$ cat src/rtl/uart_tx_cfg_if.sv
// Producer/serial-line bundle for uart_tx_cfg: request, frame configuration and
// the transmitter's line and status outputs.
interface uart_tx_cfg_if #(
    parameter int DATA_WIDTH     = 8,
    parameter int PRESCALE_WIDTH = 16
);
    logic [DATA_WIDTH-1:0]     P_DATA;
    logic                      Data_valid;
    logic                      PAR_EN;
    logic                      PAR_TYP;
    logic                      STOP_2;
    logic [PRESCALE_WIDTH-1:0] PRESCALE;
    logic                      TX_OUT;
    logic                      busy;
    logic                      tx_done;

    modport master (
        output P_DATA, Data_valid, PAR_EN, PAR_TYP, STOP_2, PRESCALE,
        input  TX_OUT, busy, tx_done
    );

    modport slave (
        input  P_DATA, Data_valid, PAR_EN, PAR_TYP, STOP_2, PRESCALE,
        output TX_OUT, busy, tx_done
    );
endinterface

$ cat src/rtl/uart_tx_cfg.sv
// UART transmitter with configurable payload width, runtime baud prescaler,
// optional parity, optional second stop bit and a frame-done pulse.
module uart_tx_cfg #(
    parameter int DATA_WIDTH     = 8,
    parameter int PRESCALE_WIDTH = 16
) (
    input  logic         CLK,
    input  logic         RST,
    uart_tx_cfg_if.slave bus
);
    localparam int IDX_W = $clog2(DATA_WIDTH);
    localparam logic [IDX_W-1:0] LAST_IDX = IDX_W'(DATA_WIDTH - 1);
    localparam logic [PRESCALE_WIDTH-1:0] ONE = PRESCALE_WIDTH'(1);

    typedef enum logic [2:0] {
        S_IDLE,
        S_START,
        S_DATA,
        S_PARITY,
        S_STOP
    } state_e;

    state_e                    state_q, state_d;
    logic [DATA_WIDTH-1:0]     data_q, data_d;
    logic                      par_en_q, par_en_d;
    logic                      par_typ_q, par_typ_d;
    logic                      stop2_q, stop2_d;
    logic                      stop_sec_q, stop_sec_d;
    logic [PRESCALE_WIDTH-1:0] presc_q, presc_d;
    logic [PRESCALE_WIDTH-1:0] cnt_q, cnt_d;
    logic [IDX_W-1:0]          idx_q, idx_d;
    logic                      tx_q, tx_d;
    logic                      busy_q, busy_d;
    logic                      done_q, done_d;
    logic                      bit_end;

    always_ff @(posedge CLK or posedge RST) begin
        if (RST) begin
            state_q    <= S_IDLE;
            data_q     <= '0;
            par_en_q   <= 1'b0;
            par_typ_q  <= 1'b0;
            stop2_q    <= 1'b0;
            stop_sec_q <= 1'b0;
            presc_q    <= ONE;
            cnt_q      <= '0;
            idx_q      <= '0;
            tx_q       <= 1'b1;
            busy_q     <= 1'b0;
            done_q     <= 1'b0;
        end else begin
            state_q    <= state_d;
            data_q     <= data_d;
            par_en_q   <= par_en_d;
            par_typ_q  <= par_typ_d;
            stop2_q    <= stop2_d;
            stop_sec_q <= stop_sec_d;
            presc_q    <= presc_d;
            cnt_q      <= cnt_d;
            idx_q      <= idx_d;
            tx_q       <= tx_d;
            busy_q     <= busy_d;
            done_q     <= done_d;
        end
    end

    always_comb begin
        state_d    = state_q;
        data_d     = data_q;
        par_en_d   = par_en_q;
        par_typ_d  = par_typ_q;
        stop2_d    = stop2_q;
        stop_sec_d = stop_sec_q;
        presc_d    = presc_q;
        cnt_d      = cnt_q;
        idx_d      = idx_q;
        tx_d       = 1'b1;
        busy_d     = 1'b0;
        done_d     = 1'b0;
        bit_end    = (cnt_q == '0);

        if (state_q == S_IDLE) begin
            if (bus.Data_valid) begin
                data_d     = bus.P_DATA;
                par_en_d   = bus.PAR_EN;
                par_typ_d  = bus.PAR_TYP;
                stop2_d    = bus.STOP_2;
                presc_d    = (bus.PRESCALE == '0) ? ONE : bus.PRESCALE;
                cnt_d      = presc_d - ONE;
                idx_d      = '0;
                stop_sec_d = 1'b0;
                state_d    = S_START;
            end
        end else begin
            cnt_d = bit_end ? (presc_q - ONE) : (cnt_q - ONE);
            if (bit_end) begin
                case (state_q)
                    S_START: begin
                        state_d = S_DATA;
                        idx_d   = '0;
                    end
                    S_DATA: begin
                        if (idx_q == LAST_IDX) begin
                            state_d = par_en_q ? S_PARITY : S_STOP;
                        end else begin
                            idx_d = idx_q + 1'b1;
                        end
                    end
                    S_PARITY: state_d = S_STOP;
                    S_STOP: begin
                        if (stop2_q && !stop_sec_q) begin
                            stop_sec_d = 1'b1;
                        end else begin
                            state_d = S_IDLE;
                            done_d  = 1'b1;
                        end
                    end
                    default: state_d = S_IDLE;
                endcase
            end
        end

        // Line level is computed for the next state so TX_OUT comes straight from a flop.
        case (state_d)
            S_START:  tx_d = 1'b0;
            S_DATA:   tx_d = data_d[idx_d];
            S_PARITY: tx_d = (^data_d) ^ par_typ_d;
            default:  tx_d = 1'b1;
        endcase
        busy_d = (state_d != S_IDLE);
    end

    assign bus.TX_OUT  = tx_q;
    assign bus.busy    = busy_q;
    assign bus.tx_done = done_q;
endmodule

$ cat src/flat_wrapper.sv
// flat-port wrapper written by rule: the top's interface ports become plain ports
module uart_tx_cfg_flat 
#(
    parameter int DATA_WIDTH     = 8,
    parameter int PRESCALE_WIDTH = 16
)
  (CLK, RST, bus_P_DATA, bus_Data_valid, bus_PAR_EN, bus_PAR_TYP, bus_STOP_2, bus_PRESCALE, bus_TX_OUT, bus_busy, bus_tx_done);
  uart_tx_cfg_if #(.DATA_WIDTH(DATA_WIDTH), .PRESCALE_WIDTH(PRESCALE_WIDTH)) bus_i ();
  input  logic CLK;
  input  logic RST;
  input wire logic [$bits(bus_i.P_DATA)-1:0] bus_P_DATA;
  input wire logic [$bits(bus_i.Data_valid)-1:0] bus_Data_valid;
  input wire logic [$bits(bus_i.PAR_EN)-1:0] bus_PAR_EN;
  input wire logic [$bits(bus_i.PAR_TYP)-1:0] bus_PAR_TYP;
  input wire logic [$bits(bus_i.STOP_2)-1:0] bus_STOP_2;
  input wire logic [$bits(bus_i.PRESCALE)-1:0] bus_PRESCALE;
  output wire logic [$bits(bus_i.TX_OUT)-1:0] bus_TX_OUT;
  output wire logic [$bits(bus_i.busy)-1:0] bus_busy;
  output wire logic [$bits(bus_i.tx_done)-1:0] bus_tx_done;
  assign bus_i.P_DATA = bus_P_DATA;
  assign bus_i.Data_valid = bus_Data_valid;
  assign bus_i.PAR_EN = bus_PAR_EN;
  assign bus_i.PAR_TYP = bus_PAR_TYP;
  assign bus_i.STOP_2 = bus_STOP_2;
  assign bus_i.PRESCALE = bus_PRESCALE;
  assign bus_TX_OUT = bus_i.TX_OUT;
  assign bus_busy = bus_i.busy;
  assign bus_tx_done = bus_i.tx_done;
  uart_tx_cfg #(.DATA_WIDTH(DATA_WIDTH), .PRESCALE_WIDTH(PRESCALE_WIDTH)) u_core (.CLK(CLK), .RST(RST), .bus(bus_i));
endmodule
$ cat config.mk
export PLATFORM = sky130hd
export DESIGN_NAME = uart_tx_cfg_flat
export DESIGN_NICKNAME = d
export VERILOG_FILES = /design/src/rtl/uart_tx_cfg_if.sv /design/src/rtl/uart_tx_cfg.sv /design/src/flat_wrapper.sv
export SDC_FILE = /design/constraint.sdc
export NUM_CORES = 1
export LEC_CHECK = 0
export BUFFER_PORTS_ARGS = -buffer_cell sky130_fd_sc_hd__buf_2
export CAP_MARGIN = 20
export CORE_UTILIZATION = 60
export CTS_BUF_LIST = sky130_fd_sc_hd__clkbuf_4 sky130_fd_sc_hd__clkbuf_8 sky130_fd_sc_hd__clkbuf_16
export CTS_CLUSTER_DIAMETER = 30
export DETAILED_ROUTE_END_ITERATION = 16
export GPL_ROUTABILITY_DRIVEN = 1
export PLACE_DENSITY = 0.91
export SYNTH_ARGS = -nofsm -noshare
export SYNTH_HDL_FRONTEND = slang
export SYNTH_SLANG_ARGS = --single-unit
$ cat constraint.sdc
create_clock -name CLK -period 4.4 [get_ports CLK]
set_input_delay 0.44 -clock CLK [delete_from_list [all_inputs] [get_ports CLK]]
set_output_delay 0.44 -clock CLK [all_outputs]
set_load 0.01 [all_outputs]
# Word level (Yosys, flattened, before mapping)
# Cells that the tools add are included.
[word_totals]
ff_bits = 53
input_bits = 30
out_inout_bits = 3
elab_cells = 71
[op_classes]
addsub = 4
n_lt_le_gt_ge = 1
n_eq_ne = 9
muxes = 32
n_bitwise = 1
reduce_logical = 12
[op_table]
columns = ["op", "count"]
rows = [
  ["2-to-1 mux 16 bit", 4],
  ["subtractor 16 x 1 -> 16 bit (second input constant)", 3],
  ["zero test 16 bit", 2],
  ["2-to-1 mux 3 bit", 10],
  ["2-to-1 mux 8 bit", 2],
  ["equality test 3 x 2 -> 1 bit (second input constant)", 4],
  ["2-to-1 mux 1 bit", 12],
  ["one-hot mux 3 bit (4 select lines)", 1],
  ["parity 8 bit", 1],
  ["equality test 3 x 1 -> 1 bit (second input constant)", 2],
  ["equality test 3 bit (second input constant)", 2],
  ["one-hot mux 3 bit (2 select lines)", 1],
  ["nonzero test 2 bit", 3],
  ["< comparator 3 x 4 -> 1 bit (second input constant)", 1],
  ["AND reduction 4 bit", 1],
  ["adder 3 x 1 -> 3 bit (second input constant)", 1],
  ["binary-select mux 1 bit (select 3 bit)", 1],
  ["zero test 3 bit", 1],
  ["one-hot mux 1 bit (3 select lines)", 1],
  ["nonzero test 3 bit", 1],
  ["inequality test 2 bit (second input constant)", 1],
  ["AND reduction 2 bit", 1],
  ["logical AND 1 bit", 1],
  ["zero test 1 bit", 1],
  ["XOR 1 bit", 1],
]

# Longest topological paths before layout
[depth]
depth_word = 8
depth_mapped = 11
mapped_depth_nobuf = 11

# Worst setup path before layout
# OpenSTA, ideal clock, no wires.
[synth_timing]
path_kind = "register to register"
startpoint = "register u_core.cnt_q[2]"
endpoint = "register u_core.cnt_q[4]"
setup_time_ns = 0.076
arrival_ns = 2.179
t_required_ns = 4.324
path_slack_ns = 2.145
stages_incl_launch_ff = 12
n_path_buf = 0
synth_period_minus_slack_ns = 2.255
path_cell_list = "dfrtp_1 -> nor4_1 -> and4_4 -> a211oi_1 -> a21oi_1 -> inv_1 -> ha_1 -> inv_1 -> nor2_1 -> a221oi_1 -> a21oi_1 -> o21ai_1"
[synth_via]
elab_chain_cells = 3
elab_cells_between_ends = 4
cone_classes = "1 x add/sub; 2 x mux; 1 x reduce/logical"
[synth_lines]
columns = ["item", "line_no", "rtl"]
rows = [
  ["start: declaration", "uart_tx_cfg.sv:30", "logic [PRESCALE_WIDTH-1:0] cnt_q, cnt_d;"],
  ["start signal: assignment", "uart_tx_cfg.sv:59", "cnt_q <= cnt_d;"],
  ["subtractor 16 x 1 -> 16 bit / zero test 16 bit (equally long branches)", "uart_tx_cfg.sv:95, uart_tx_cfg.sv:80", ""],
  ["2-to-1 mux 16 bit *", "uart_tx_cfg.sv:95", "cnt_d = bit_end ? (presc_q - ONE) : (cnt_q - ONE);"],
  ["2-to-1 mux 16 bit *", "uart_tx_cfg.sv:82", "if (state_q == S_IDLE) begin"],
]
# Every way passes the cells marked *; elsewhere a longest branch is shown, timed or not.
# A chain may end at the register's enable or synchronous reset.

# Worst setup path in the final report
[layout_timing]
startpoint = "register u_core.state_q[1]"
endpoint = "register u_core.tx_q, in the netlist u_core.bus.TX_OUT"
[layout_via]
elab_chain_cells = 7
elab_cells_between_ends = 24
cone_classes = "7 x eq/ne; 14 x mux; 1 x bitwise; 2 x reduce/logical"
[layout_lines]
columns = ["item", "line_no", "rtl"]
rows = [
  ["start: declaration", "uart_tx_cfg.sv:23", "state_e state_q, state_d;"],
  ["start signal: assignment", "uart_tx_cfg.sv:52", "state_q <= state_d;"],
  ["equality test 3 x 2 -> 1 bit / equality test 3 x 1 -> 1 bit (equally long branches)", "uart_tx_cfg.sv:97", "case (state_q)"],
  ["one-hot mux 3 bit (2 select lines)", "uart_tx_cfg.sv:97", ""],
  ["2-to-1 mux 3 bit", "uart_tx_cfg.sv:96", "if (bit_end) begin"],
  ["2-to-1 mux 3 bit", "uart_tx_cfg.sv:82", ""],
  ["binary-select mux 1 bit (select 3 bit)", "uart_tx_cfg.sv:126", "S_DATA: tx_d = data_d[idx_d];"],
  ["2-to-1 mux 1 bit (implied by the code)", "uart_tx_cfg.sv:126", ""],
  ["one-hot mux 1 bit (3 select lines) *", "uart_tx_cfg.sv:124", "case (state_d)"],
  ["via u_core.tx_d", "uart_tx_cfg.sv:32", "logic tx_q, tx_d;"],
  ["end signal: assignment", "uart_tx_cfg.sv:61", "tx_q <= tx_d;"],
  ["end: declaration", "uart_tx_cfg.sv:32", ""],
]
# Mark *: on every way through the listed nets, which the timed path passes. The rest lies on a longest branch. The select of a mux whose other input is x is not followed.

==> flow_metrics.py <==
metrics = {
    "run_status": {
        "status": "completed",
    },
    "logic_synthesis": {
        "yosys_warnings": 0,
        "seq_area_frac_synth_pct": 41.9,
        "netlist_top_cells_area": "dfrtp_1 (40%), mux2_2 (9.2%), xnor2_1 (5.8%)",
        "yosysUniqueCellTypes": 56,
        "syn_avg_cell_area_um2": 9.76,
        "synth_top_flop_cell": "dfrtp_1",
        "synth.most_common_cell": "dfrtp_1",
        "synth_largest_area_cell": "dfrtp_1",
        "synthArstFlopShare_pct": 100,
        "ys_top_cells_by_count": "dfrtp_1 (51), nand2_1 (32), a21oi_1 (31)",
        "synth-edff-count": 0,
        "syn_nets": 357,
        "syn-cell-area_um2": 3170,
        "ys_seq_elements": 53,
        "synth_cells": 325,
        "synth_top_area_share_pct": 40.2,
    },
    "floorplan": {
        "die_w_um": 74.7,
        "die_h_um": 74.7,
        "num_rows": 26,
        "start_util_pct": 62.1,
        "core_area_um2": 5110,
        "die_area_um2": 5580,
        "io-pin-count": 33,
    },
    "worst_setup_path": {
        "reg2reg_from": "u_core.state_q[1]",
        "r2r-end": "u_core.bus.TX_OUT",
        "crit_fanout": 31,
        "cp_slowest_cell": "nor2_4",
        "critical-path-max-stage-delay_ns": 0.77,
        "start_kind": "flip-flop",
        "end_kind": "flip-flop",
        "cp.required_ns": 4.63,
        "path_cells": "or3_1 > nor2_4 > o32ai_2 > nand2_2 > mux2i_1 > nor2_1 > nor4_1 > a21oi_1",
        "criticalPathCategory": "reg -> reg",
        "cp.arrival_ns": 3.33,
        "r2r.worst_path.cells": 8,
        "regToRegSetupSlack_ns": 1.31,
        "critPathBufInv": 0,
        "critical-path-top-delay-family": "simple AND/OR/NAND/NOR gates",
    },
    "clock_network": {
        "clock_latency_ns": 0.31,
        "postCtsSetupBuffers": 0,
        "cts_inserted_buffers": 5,
        "htreeDepth": 2,
        "clk_pin_slew_ns": 0.09,
        "cts-root-buf": "clkbuf_8",
        "clock-sinks": 53,
        "cts_tree": "yes",
        "cts_max_path_buffers": 2,
        "ctsHoldBuffers": 0,
        "cts_resized": 0,
    },
    "place": {
        "hpwl_um": 4710,
        "place_area_um2": 3330,
        "io_buffers": 32,
        "gp_congestion": 0.846,
    },
    "global_routing": {
        "grt_start_max_net_pins": 54,
        "grt_pass1_wl_um": 11000,
        "overflow": 0,
        "antenna_found_initial": 0,
        "grtUsageMet1_pct": 34.9,
        "grt_use_met2_pct": 40.3,
        "grt_usage_pct": 26.0,
        "top_usage_layer": "met2",
        "met3_usage_pct": 6.02,
        "grt_pass1_vias": 2388,
    },
    "sta": {
        "layout_min_cycle_time_ns": 3.09,
        "fin_skew_ns": 0.00717,
        "finalSetupViolCount": 0,
        "max_freq_mhz": 323,
        "hold_viol": 0,
        "fin_crit_sh_pct": 70.3,
        "whs_ns": 0.169,
        "finalSetupTns_ns": 0,
        "rsz0062_at_grt": "false",
        "relSlewSlack_pct": 39.4,
        "tightest_slew_ns": 0.907,
        "drv_slew": 0,
    },
    "layout": {
        "nFillCells": 390,
        "fin_nets": 383,
        "fin_area_um2": 3470,
        "seq_area_um2": 1330,
        "n_antenna_cell": 0,
        "drive_gt1_share_pct": 26.7,
        "area_growth_pct": 9.46,
        "multi_input_area_um2": 1700,
    },
    "power": {
        "cellLeakagePower_nw": 1.42,
        "powerDensity_nw_per_um2": 648,
        "ir_worst_vdd_mv": 0.308,
    },
    "detailed_routing": {
        "drc_errors": 0,
        "drtIter0Drc": 265,
        "vias": 2539,
        "vias_per_cell": 6.02,
        "wirelength_um": 6710,
        "wire_per_inst_um": 15.9,
        "drtPass1Iterations": 4,
        "antenna_left": 0,
    },
    "job": {
        "max_cap_viol_count": 0,
    },
    "min_path": {
        "min_path_type": "in -> async",
    },
}
==> placed cells by master, fill, tap and decap left out, drive strengths merged, types with 2 or more instances in the layout <==
cell type / count
mux2: 26
o21a: 2
xnor2: 21
a211oi: 4
nor2: 33
a21oi: 31
a31oi: 3
nor3: 9
nor3b: 2
buf: 35
xor2: 7
o31ai: 2
nand3: 6
nand2: 33
nor4b: 2
o22ai: 2
or3: 3
o32ai: 2
mux2i: 5
dfrtp: 51
inv: 11
nand4: 5
o21ai: 20
nand2b: 3
dfstp: 2
clkbuf: 7
nor4: 9
or2: 2
ha: 2
==> sequential cells by signal, indices dropped and copies added, names as in the netlist, 3 cells and up <==
name and count:
u_core.cnt_q 16, u_core.idx_q 3, u_core.data_q 8, u_core.state_q 3, u_core.presc_q 16
==> per-stage QoR <==
stage	setup WS [ns]	instances	util, %	power [mW]
floorplan	2.14	325	-	1.70
global placement	1.53	413	65.3	1.84
CTS	1.34	421	67.6	2.24
detailed placement	1.37	413	65.3	1.90
finish	1.31	422	68.0	2.25
global route	1.07	422	68.0	2.41
==> kinds of logic (layout without fill, tap and decap cells) <==
logic type / count (synthesis) / count (layout) / synth area share, %
AND/OR/NAND/NOR: 110 / 110 / 19.0
AO/OA/AOI/OAI: 74 / 74 / 15.3
flip-flops: 53 / 53 / 41.9
multiplexers: 31 / 31 / 10.8
XOR/XNOR: 28 / 28 / 7.73
buffers and inverters: 27 / 54 / 4.53
adder cells (fa/ha/maj): 2 / 2 / 0.789
==> metal layers <==
metal | up-vias | part of all wire (%)
li1 | 1198 | -
met1 | 1238 | 45
met2 | 92 | 47
met3 | 11 | 5.9
met4 | 0 | 1.7
met5 | - | 0
==> where the power goes <==
group	internal, mW	switching [mW]
combinational	0.479	0.540
sequential	0.704	0.186
clock	0.192	0.151
==> layout make-up <==
type	count	share of cell area [%]
flip-flops and latches	53	38.3
repair buffers	35	5.62
clock buffers	7	2.59
inverters	11	1.19
multi-input cells	245	49.0
clock inverters	1	0.865
well taps	70	2.52
==> worst max path at each step <==
stage,start,endpoint,depth (start not counted)
after floorplan,u_core.cnt_q[2],u_core.cnt_q[4],11
after global placement,u_core.state_q[1],u_core.bus.TX_OUT,8
after detailed placement,u_core.state_q[1],u_core.bus.TX_OUT,8
after CTS,u_core.state_q[1],u_core.bus.TX_OUT,8
after global routing,u_core.state_q[1],u_core.bus.TX_OUT,8
final,u_core.state_q[1],u_core.bus.TX_OUT,8
Power figures use the tool's default switching activity.
